===== config.mk =====
export PLATFORM = sky130hd
export DESIGN_NAME = agn_burst_ctrl_flat
export DESIGN_NICKNAME = d
export VERILOG_FILES = /design/src/rtl/agn_burst_ctrl_if.sv /design/src/rtl/agn_burst_ctrl.sv /design/src/flat_wrapper.sv
export SDC_FILE = /design/constraint.sdc
export NUM_CORES = 1
export LEC_CHECK = 0
export CAP_MARGIN = 25
export CORE_ASPECT_RATIO = 1.4
export CORE_MARGIN = 10
export CORE_UTILIZATION = 49
export DETAILED_ROUTE_END_ITERATION = 7
export PLACE_DENSITY_LB_ADDON = 0.25
export SYNTH_ARGS = -nofsm -noshare
export SYNTH_HDL_FRONTEND = slang
export SYNTH_SLANG_ARGS = --single-unit

===== constraint.sdc =====
create_clock -name clk -period 4.4 [get_ports clk]
set_input_delay 1.1 -clock clk [delete_from_list [all_inputs] [get_ports clk]]
set_output_delay 1.1 -clock clk [all_outputs]
set_load 0.01 [all_outputs]

===== src/rtl/agn_burst_ctrl_if.sv =====
// Signal bundle between control logic, agn_burst_ctrl and the triangle generator.
// burst_cnt is present only when AGN_BURST_CNT_EN is defined.
interface agn_burst_ctrl_if;
  logic       start;
  logic       stop;
  logic       cont;
  logic [7:0] m_max;
  logic [7:0] step;
  logic [7:0] sustain_per;
  logic       up;
  logic       ce;
  logic [7:0] M;
  logic       busy;
  logic       done;
  logic [2:0] state;
`ifdef AGN_BURST_CNT_EN
  logic [15:0] burst_cnt;

  modport master (
    output start, stop, cont, m_max, step, sustain_per, up,
    input  ce, M, busy, done, state, burst_cnt
  );

  modport slave (
    input  start, stop, cont, m_max, step, sustain_per, up,
    output ce, M, busy, done, state, burst_cnt
  );
`else
  modport master (
    output start, stop, cont, m_max, step, sustain_per, up,
    input  ce, M, busy, done, state
  );

  modport slave (
    input  start, stop, cont, m_max, step, sustain_per, up,
    output ce, M, busy, done, state
  );
`endif
endinterface


===== src/rtl/agn_burst_ctrl.sv =====
// Burst envelope sequencer for the triangle generator: ce prescaler plus period-synchronous
// attack/sustain/release/gap amplitude FSM. Optional completed-burst counter: AGN_BURST_CNT_EN.
module agn_burst_ctrl #(
  parameter int CE_DIV  = 4,
  parameter int GAP_PER = 2
) (
  input logic             clk,
  input logic             rst,
  agn_burst_ctrl_if.slave bus
);

  typedef enum logic [2:0] {
    S_IDLE    = 3'd0,
    S_ATTACK  = 3'd1,
    S_SUSTAIN = 3'd2,
    S_RELEASE = 3'd3,
    S_GAP     = 3'd4
  } state_e;

  localparam int            PW       = (CE_DIV > 1) ? $clog2(CE_DIV) : 1;
  localparam logic [PW-1:0] PRE_LAST = PW'(CE_DIV - 1);
  localparam logic [7:0]    GAP_CNT  = 8'(GAP_PER);

  logic [PW-1:0] pre_q;
  logic          ce_q;
  logic          up_dly_q;

  state_e     state_q, state_d;
  logic [7:0] m_q, m_d;
  logic [7:0] cnt_q, cnt_d;
  logic       stop_seen_q, stop_seen_d;
  logic       done_q, done_d;

  logic       pb;
  logic [7:0] step_e;
  logic [8:0] sum_up;
  logic [7:0] m_up;
  logic [7:0] m_dn;

  // Prescaler and UP edge detector run regardless of FSM state.
  always_ff @(posedge clk) begin
    if (rst) begin
      pre_q    <= '0;
      ce_q     <= 1'b0;
      up_dly_q <= 1'b1;
    end else begin
      ce_q     <= (pre_q == PRE_LAST);
      pre_q    <= (pre_q == PRE_LAST) ? '0 : pre_q + 1'b1;
      up_dly_q <= bus.up;
    end
  end

  assign pb     = bus.up & ~up_dly_q;
  assign step_e = (bus.step == 8'd0) ? 8'd1 : bus.step;
  assign sum_up = {1'b0, m_q} + {1'b0, step_e};
  assign m_up   = (sum_up >= {1'b0, bus.m_max}) ? bus.m_max : sum_up[7:0];
  assign m_dn   = (m_q > step_e) ? (m_q - step_e) : 8'd0;

  always_ff @(posedge clk) begin
    if (rst) begin
      state_q     <= S_IDLE;
      m_q         <= 8'd0;
      cnt_q       <= 8'd0;
      stop_seen_q <= 1'b0;
      done_q      <= 1'b0;
    end else begin
      state_q     <= state_d;
      m_q         <= m_d;
      cnt_q       <= cnt_d;
      stop_seen_q <= stop_seen_d;
      done_q      <= done_d;
    end
  end

  always_comb begin
    state_d     = state_q;
    m_d         = m_q;
    cnt_d       = cnt_q;
    stop_seen_d = stop_seen_q | bus.stop;
    done_d      = 1'b0;
    unique case (state_q)
      S_IDLE: begin
        stop_seen_d = 1'b0;
        m_d         = 8'd0;
        if (bus.start && !bus.stop) state_d = S_ATTACK;
      end
      S_ATTACK: begin
        // An abort keeps the partially ramped amplitude and releases from there.
        if (bus.stop) begin
          state_d = S_RELEASE;
        end else if (pb) begin
          m_d = m_up;
          if (m_up == bus.m_max) begin
            state_d = S_SUSTAIN;
            cnt_d   = bus.sustain_per;
          end
        end
      end
      S_SUSTAIN: begin
        if (bus.stop) begin
          state_d = S_RELEASE;
        end else if (pb) begin
          if (cnt_q == 8'd0) state_d = S_RELEASE;
          else               cnt_d   = cnt_q - 8'd1;
        end
      end
      S_RELEASE: begin
        if (pb) begin
          m_d = m_dn;
          if (m_dn == 8'd0) begin
            done_d = 1'b1;
            if (bus.cont && !stop_seen_d) begin
              state_d = S_GAP;
              cnt_d   = GAP_CNT;
            end else begin
              state_d = S_IDLE;
            end
          end
        end
      end
      S_GAP: begin
        m_d = 8'd0;
        if (bus.stop) begin
          state_d = S_IDLE;
        end else if (pb) begin
          if (cnt_q == 8'd0) state_d = S_ATTACK;
          else               cnt_d   = cnt_q - 8'd1;
        end
      end
      default: begin
        state_d = S_IDLE;
        m_d     = 8'd0;
      end
    endcase
  end

`ifdef AGN_BURST_CNT_EN
  logic [15:0] burst_cnt_q;

  always_ff @(posedge clk) begin
    if (rst)         burst_cnt_q <= 16'd0;
    else if (done_d) burst_cnt_q <= burst_cnt_q + 16'd1;
  end

  assign bus.burst_cnt = burst_cnt_q;
`endif

  assign bus.ce    = ce_q;
  assign bus.M     = m_q;
  assign bus.busy  = (state_q != S_IDLE);
  assign bus.done  = done_q;
  assign bus.state = state_q;

endmodule


===== src/flat_wrapper.sv =====
// flat-port wrapper written by rule: the top's interface ports become plain ports
module agn_burst_ctrl_flat 
#(
  parameter int CE_DIV  = 4,
  parameter int GAP_PER = 2
)
  (clk, rst, bus_start, bus_stop, bus_cont, bus_m_max, bus_step, bus_sustain_per, bus_up, bus_ce, bus_M, bus_busy, bus_done, bus_state);
  agn_burst_ctrl_if bus_i ();
  input logic clk;
  input logic rst;
  input wire logic [$bits(bus_i.start)-1:0] bus_start;
  input wire logic [$bits(bus_i.stop)-1:0] bus_stop;
  input wire logic [$bits(bus_i.cont)-1:0] bus_cont;
  input wire logic [$bits(bus_i.m_max)-1:0] bus_m_max;
  input wire logic [$bits(bus_i.step)-1:0] bus_step;
  input wire logic [$bits(bus_i.sustain_per)-1:0] bus_sustain_per;
  input wire logic [$bits(bus_i.up)-1:0] bus_up;
  output wire logic [$bits(bus_i.ce)-1:0] bus_ce;
  output wire logic [$bits(bus_i.M)-1:0] bus_M;
  output wire logic [$bits(bus_i.busy)-1:0] bus_busy;
  output wire logic [$bits(bus_i.done)-1:0] bus_done;
  output wire logic [$bits(bus_i.state)-1:0] bus_state;
  assign bus_i.start = bus_start;
  assign bus_i.stop = bus_stop;
  assign bus_i.cont = bus_cont;
  assign bus_i.m_max = bus_m_max;
  assign bus_i.step = bus_step;
  assign bus_i.sustain_per = bus_sustain_per;
  assign bus_i.up = bus_up;
  assign bus_ce = bus_i.ce;
  assign bus_M = bus_i.M;
  assign bus_busy = bus_i.busy;
  assign bus_done = bus_i.done;
  assign bus_state = bus_i.state;
  agn_burst_ctrl #(.CE_DIV(CE_DIV), .GAP_PER(GAP_PER)) u_core (.clk(clk), .rst(rst), .bus(bus_i));
endmodule

# Word-level counts from Yosys, hierarchy flattened
# Cells that the tools add are included.
[totals] regBits=25 inputBits=30 wordCells=91
[op_classes] add_sub_neg=4 magnitude_cmp=2 eq_ne=22 mux=32 bitwise_logic=6 n_reduce_logical=17
[op_table] cell="$mux W8" n=15
[op_table] cell="$pmux W8 S3" n=2
[op_table] cell="$mux W3" n=13
[op_table] cell="$logic_not A8 Y1" n=3
[op_table] cell="$ne A3 B2 Y1 const B" n=6
[op_table] cell="$pmux W3 S5" n=1
[op_table] cell="$ne A2 B1 Y1 const B" n=7
[op_table] cell="$reduce_and A10 Y1" n=1
[op_table] cell="$add A8 B8 Y9" n=1
[op_table] cell="$ge A9 B8 Y1" n=1
[op_table] cell="$reduce_and A9 Y1" n=1
[op_table] cell="$eq A8 B8 Y1" n=1
[op_table] cell="$gt A8 B8 Y1" n=1
[op_table] cell="$sub A8 B1 Y8 const B" n=1
[op_table] cell="$sub A8 B8 Y8" n=1
[op_table] cell="$eq A3 B2 Y1 const B" n=2
[op_table] cell="$ne A2 B2 Y1 const B" n=3
[op_table] cell="$reduce_bool A3 Y1" n=2
[op_table] cell="$reduce_or A2 Y1" n=3
[op_table] cell="$not A1 Y1" n=4
[op_table] cell="$reduce_and A4 Y1" n=1
[op_table] cell="$eq A3 B1 Y1 const B" n=1
[op_table] cell="$eq A3 B3 Y1 const B" n=1
[op_table] cell="$logic_not A3 Y1" n=1
[op_table] cell="8 further kinds" n=10

# Depth between registers and ports, before layout
[logic_depth] ltp_word=10 depth_mapped=18 ltp_nobuf=17

# Worst setup path before layout
# OpenSTA, ideal clock, no wires.
[synth_path] kind="input to register" startpoint="input bus_step[4]" endpoint="register u_core.cnt_q[7]" setup_ns=0.121 t_arrival_ns=4.533 slack_ns=-0.255 path_stages=15 path_buffers=1 cell_sequence="nor4_1 > a41o_1 > ha_1 > fa_1 > nand2b_1 > a221o_1 > o311a_1 > ha_1 > nand4_1 > o21a_1 > o211ai_1 > a311oi_1 > or4b_1 > buf_2 > mux2_4"
[synth_via] elab_chain_cells=8
[synth_lines] element="start, declared" line="flat_wrapper.sv:15" rtl="input wire logic [$bits(bus_i.step)-1:0] bus_step;"
[synth_lines] element="$logic_not A8 Y1" line="agn_burst_ctrl.sv:54" rtl="assign step_e = (bus.step == 8'd0) ? 8'd1 : bus.step;"
[synth_lines] element="$mux W8 *" line="agn_burst_ctrl.sv:54"
[synth_lines] element="$add A8 B8 Y9" line="agn_burst_ctrl.sv:55" rtl="assign sum_up = {1'b0, m_q} + {1'b0, step_e};"
[synth_lines] element="$ge A9 B8 Y1" line="agn_burst_ctrl.sv:56" rtl="assign m_up = (sum_up >= {1'b0, bus.m_max}) ? bus.m_max : sum_up[7:0];"
[synth_lines] element="$mux W8" line="agn_burst_ctrl.sv:56"
[synth_lines] element="$eq A8 B8 Y1" line="agn_burst_ctrl.sv:93" rtl="if (m_up == bus.m_max) begin"
[synth_lines] element="$ne A2 B1 Y1 (no line)"
[synth_lines] element="$reduce_and A10 Y1 (no line) *"
[synth_lines] element="end signal, assigned" line="agn_burst_ctrl.sv:69" rtl="cnt_q <= cnt_d;"
[synth_lines] element="end, declared" line="agn_burst_ctrl.sv:30" rtl="logic [7:0] cnt_q, cnt_d;"
# Every way passes the cells marked *; elsewhere a longest branch is shown, timed or not.
# A chain may end at the register's enable or synchronous reset.

# Worst setup path after layout
[layout_path] startpoint="input bus_step[2]" endpoint="register u_core.cnt_q[7]"
# The elaborated chain is that of the path after synthesis.

==> results.md <==
### Timing
• 3.11 ps — clock skew
• 4700 ps — Min Clock Period, post-route
• 431 ps — smallest hold slack
• -299 ps — final worst-path setup slack
• 16 — final number of setup-violating endpoints
• true — RSZ-0062 raised after global routing
• 1030 ps — Slew @ Worst Pin
• 1.07 — share of the clock period used by the worst path after layout
• 0 — total count of max-transition violations in the final report
• 0 — number of failing hold endpoints at the final stage
• 213 MHz — Max Fclk
• 0.310 — max-slew headroom at the worst pin

### Die
• 31 — number of standard-cell rows in the floorplan
• 82.5 um — die span in x
• 5240 um2 — standard cell core area
• 0.511 — starting density of the core
• 44 — top-level port count
• 107 um — chip height
• 8860 um2 — die footprint

### Worst setup path
• 2 — CP bufs+invs
• 610 ps — CP peak stage delay
• compound AO/OA/AOI/OAI gates — family with the most delay on the worst path
• 4560 ps — Worst EP required
• buf_8 > nor4_4 > a41o_1 > ha_4 > fa_2 > nand2b_4 > buf_6 > a221o_1 > o311a_1 > ha_4 > nand4_1 > o21a_1 > o211ai_1 > a311oi_2 > or4b_4 > mux2_4 — worst path cell trace
• 4860 ps — Data arrival, critical path
• primary input — critical path startpoint category
• sky130_fd_sc_hd__ha_4 — cell type with the highest occurrence count on the critical path
• in2reg — startpoint-to-endpoint class of the critical path
• sky130_fd_sc_hd__or4b_4 — critical-path cell with the highest stage delay
• flip-flop — endpoint class of the critical path
• 6 — maximum fanout along the worst path

### Synthesis
• 344 — number of cells produced by synthesis
• 0.0383 — fraction of synthesized area in multiplexers
• 0.146 — share of synthesized cell area in full adder, half adder and majority cells
• 0.187 — sequential share of the synthesized area
• sky130_fd_sc_hd__dfxtp_1 — leading register cell type out of synthesis
• 25 — number of storage elements in the synthesis netlist
• compound AO/OA/AOI/OAI gates — combinational family with the most area after synthesis
• 404 — post-synth net total
• 0 — fraction of synthesis flops using an asynchronous set or reset pin
• 7.78 um2 — mean instance size in the synthesized netlist
• 0 — EDFF count, synth
• 0.285 — compound-gate portion of the synthesized area
• 0.212 — Post-Synth Simple-Gate Area
• 57 — distinct cell type count of the synthesized netlist
• 0.0575 — xor-xnor portion of the synthesized cell area
• 0 — yosys warns
• 2680 um2 — netlist area before placement

### Power and ir drop
• 0.766 — part of the power in combinational logic
• 0.429 — share of total power consumed by net switching
• 0.073 — clock share of power
• 0.00108 W — cell internal power dissipation
• 1.75 nW — leakage dissipation
• 0.000810 W — Net Switching
• 0.162 — sequential share of power
• 0.00189 W — total power of the final layout
• 468 nW/um2 — PD cells
• 0.273 mV — Worst IR Drop VDD

### CTS
• 270 ps — latest clock arrival within the worst-skew pair
• 80 ps — clock-pin slew of the registers on the worst-case setup and hold paths
• 3 — number of buffers inserted during clock tree synthesis
• 2 — Max Root-Sink Buffers
• 25 — Sinks on Clock Net
• sky130_fd_sc_hd__clkbuf_8 — root buffer cell
• 0 — # hold bufs at CTS
• 1 — maximum level of the CTS H-tree
• yes — CTS tree

### Global routing
• 0.203 — total routing resource utilization after global routing
• 0 — initial antenna violation count
• 0 — total overflow reported by the global router
• 14.5 mm — first-pass GRT wire length
• 18 — maximum number of pins on one net before global-route repair
• 3098 — vias in the first global route

### Layout
• 0 — number of diodes
• 0.306 — proportion of layout cells with a drive suffix above 1
• 508 — number of nets at the end of the flow
• 50.9% — area growth from synthesis to layout
• 369 — fillers

### Routing
• 18.7 um — average wire per standard cell
• 197 — number of DRC markers after the initial detailed-route iteration
• 0 — detailed-route DRC error count
• 3092 — via count
• 0 — ANT nets after route
• 9.58 mm — total wire length
• 5 — detailed-routing iteration count for the pre-antenna-repair pass
• 6.03 — average via count per standard cell

### Placement
• 0.946 — routability-driven placement congestion ratio
• 43 — Port Buf Inserts
• 6.68 mm — HPWL reported at the end of detailed placement

### Run status
• finished, violations left — run status
• negative setup slack — failing checks

### Run
• 0 — count of max-cap constraint violations

### Min path
• reg2reg — Worst Hold Class

[Yosys cell counts, types with 5 or more instances]
master                     instances  share of area
sky130_fd_sc_hd__a211oi_1         13          0.036
sky130_fd_sc_hd__nor4_1            9          0.021
sky130_fd_sc_hd__clkbuf_1         19          0.027
sky130_fd_sc_hd__xor2_1            5          0.016
sky130_fd_sc_hd__nor2_1           28          0.039
sky130_fd_sc_hd__a221oi_1          6          0.020
sky130_fd_sc_hd__nand2_1          18          0.025
sky130_fd_sc_hd__inv_1            27          0.038
sky130_fd_sc_hd__a21o_1            8          0.022
sky130_fd_sc_hd__o21ai_0          16          0.030
sky130_fd_sc_hd__nor3_1            9          0.017
sky130_fd_sc_hd__or3_1             6          0.014
sky130_fd_sc_hd__ha_1             28           0.13
sky130_fd_sc_hd__dfxtp_1          25           0.19
sky130_fd_sc_hd__mux2_2            6          0.025
sky130_fd_sc_hd__xnor2_1          10          0.033
sky130_fd_sc_hd__a31oi_1           6          0.014
sky130_fd_sc_hd__nand2b_1         11          0.026
sky130_fd_sc_hd__a21oi_1          21          0.039
[per-layer routing]
layer | vias to the layer above | track usage | routed length [um]
li1 | 1471 | - | -
met1 | 1458 | 0.221 | 3520
met3 | 30 | 0.0251 | 547
met4 | 0 | 0.0939 | 409
met5 | - | 0 | 0
met2 | 133 | 0.368 | 5100
[kinds of logic after synthesis]
family,after synthesis
compound gates,108
simple gates,106
buf+inv,50
fa+ha+maj,30
flops,25
xor+xnor,16
mux,9
[path summary, 6_finish.rpt]
kind,start,endpoint,slack (ps),depth (start not counted)
setup / recovery,bus_step[2],u_core.cnt_q[7]$_SDFFE_PP0P_,-300,16
hold / removal,u_core.pre_q[0]$_SDFF_PP0_,u_core.pre_q[0]$_SDFF_PP0_,430,1
setup reg to reg,u_core.bus.M[0]$_SDFFE_PP0P_,u_core.cnt_q[7]$_SDFFE_PP0P_,650,13
hold reg to reg,u_core.pre_q[0]$_SDFF_PP0_,u_core.pre_q[0]$_SDFF_PP0_,430,1
[flip-flops by register name, indices dropped and copies added, names as in the netlist]
signal	cells
u_core.bus.M	8
u_core.cnt_q	8
u_core.bus.state	3
u_core.pre_q	2
u_core.bus.ce	1
u_core.bus.done	1
u_core.stop_seen_q	1
u_core.up_dly_q	1
[placed cells by master (no fill, tap or decap), types with 3 or more instances in the layout]
cell,count
sky130_fd_sc_hd__buf_4,70
sky130_fd_sc_hd__clkdlybuf4s50_1,35
sky130_fd_sc_hd__nor2_1,26
sky130_fd_sc_hd__ha_1,25
sky130_fd_sc_hd__dfxtp_1,25
sky130_fd_sc_hd__inv_1,24
sky130_fd_sc_hd__a21oi_1,18
sky130_fd_sc_hd__nand2_1,18
sky130_fd_sc_hd__o21ai_0,16
sky130_fd_sc_hd__nand2b_1,10
sky130_fd_sc_hd__xnor2_1,9
sky130_fd_sc_hd__nor3_1,9
sky130_fd_sc_hd__buf_6,9
sky130_fd_sc_hd__a211oi_1,8
sky130_fd_sc_hd__nor4_1,8
sky130_fd_sc_hd__a21o_1,8
sky130_fd_sc_hd__or3_1,6
sky130_fd_sc_hd__mux2_4,6
sky130_fd_sc_hd__a31oi_1,6
sky130_fd_sc_hd__a211oi_2,5
sky130_fd_sc_hd__a221oi_2,5
sky130_fd_sc_hd__nor2b_1,4
sky130_fd_sc_hd__o21a_1,4
sky130_fd_sc_hd__o211ai_1,4
sky130_fd_sc_hd__xor2_1,4
sky130_fd_sc_hd__inv_2,3
sky130_fd_sc_hd__a21oi_2,3
sky130_fd_sc_hd__nor3b_1,3
sky130_fd_sc_hd__nand3_1,3
sky130_fd_sc_hd__o311ai_1,3
sky130_fd_sc_hd__ha_4,3
sky130_fd_sc_hd__clkbuf_8,3
[final cells by class]
type                    instances  area, um2  share of cell area
multi-input cells             269       2250               0.557
well taps                      66       82.6              0.0205
clock buffers                   4       45.0              0.0112
flip-flops and latches         25        500               0.124
inverters                      27        101              0.0251
repair buffers                122       1060               0.262
[through the flow]
stage | TNS (ps) | worst slack, ps | util | area [um2] | cells
after detailed placement | -14120 | -894 | 0.680 | 3560 | 490
after CTS | -1960 | -215 | 0.735 | 3850 | 508
after floorplan | -1200 | -252 | - | 2700 | 344
final | -3190 | -299 | 0.771 | 4040 | 513
after global routing | -5850 | -417 | 0.771 | 4040 | 513
after global placement | -11990 | -762 | 0.680 | 3560 | 490
[power by group through the flow]
stage	logic (W)	clock network, W	registers, W
5_1_grt	0.00155	0.000146	0.000311
3_5_place_dp	0.00108	0	0.000307
2_1_floorplan	0.000654	0	0.000300
3_3_place_gp	0.00106	0	0.000306
6_report	0.00145	0.000137	0.000305
4_1_cts	0.00127	0.000139	0.000302
[what timing repair did]
action / 4_1_cts / 5_1_grt
endpoints found under the setup margin: 20 / 19
gates resized for setup: 54 / 30
buffers inserted: 15 / 7
pin swaps: 26 / 27
cloned: 0 / 0
Power figures use the tool's default switching activity.
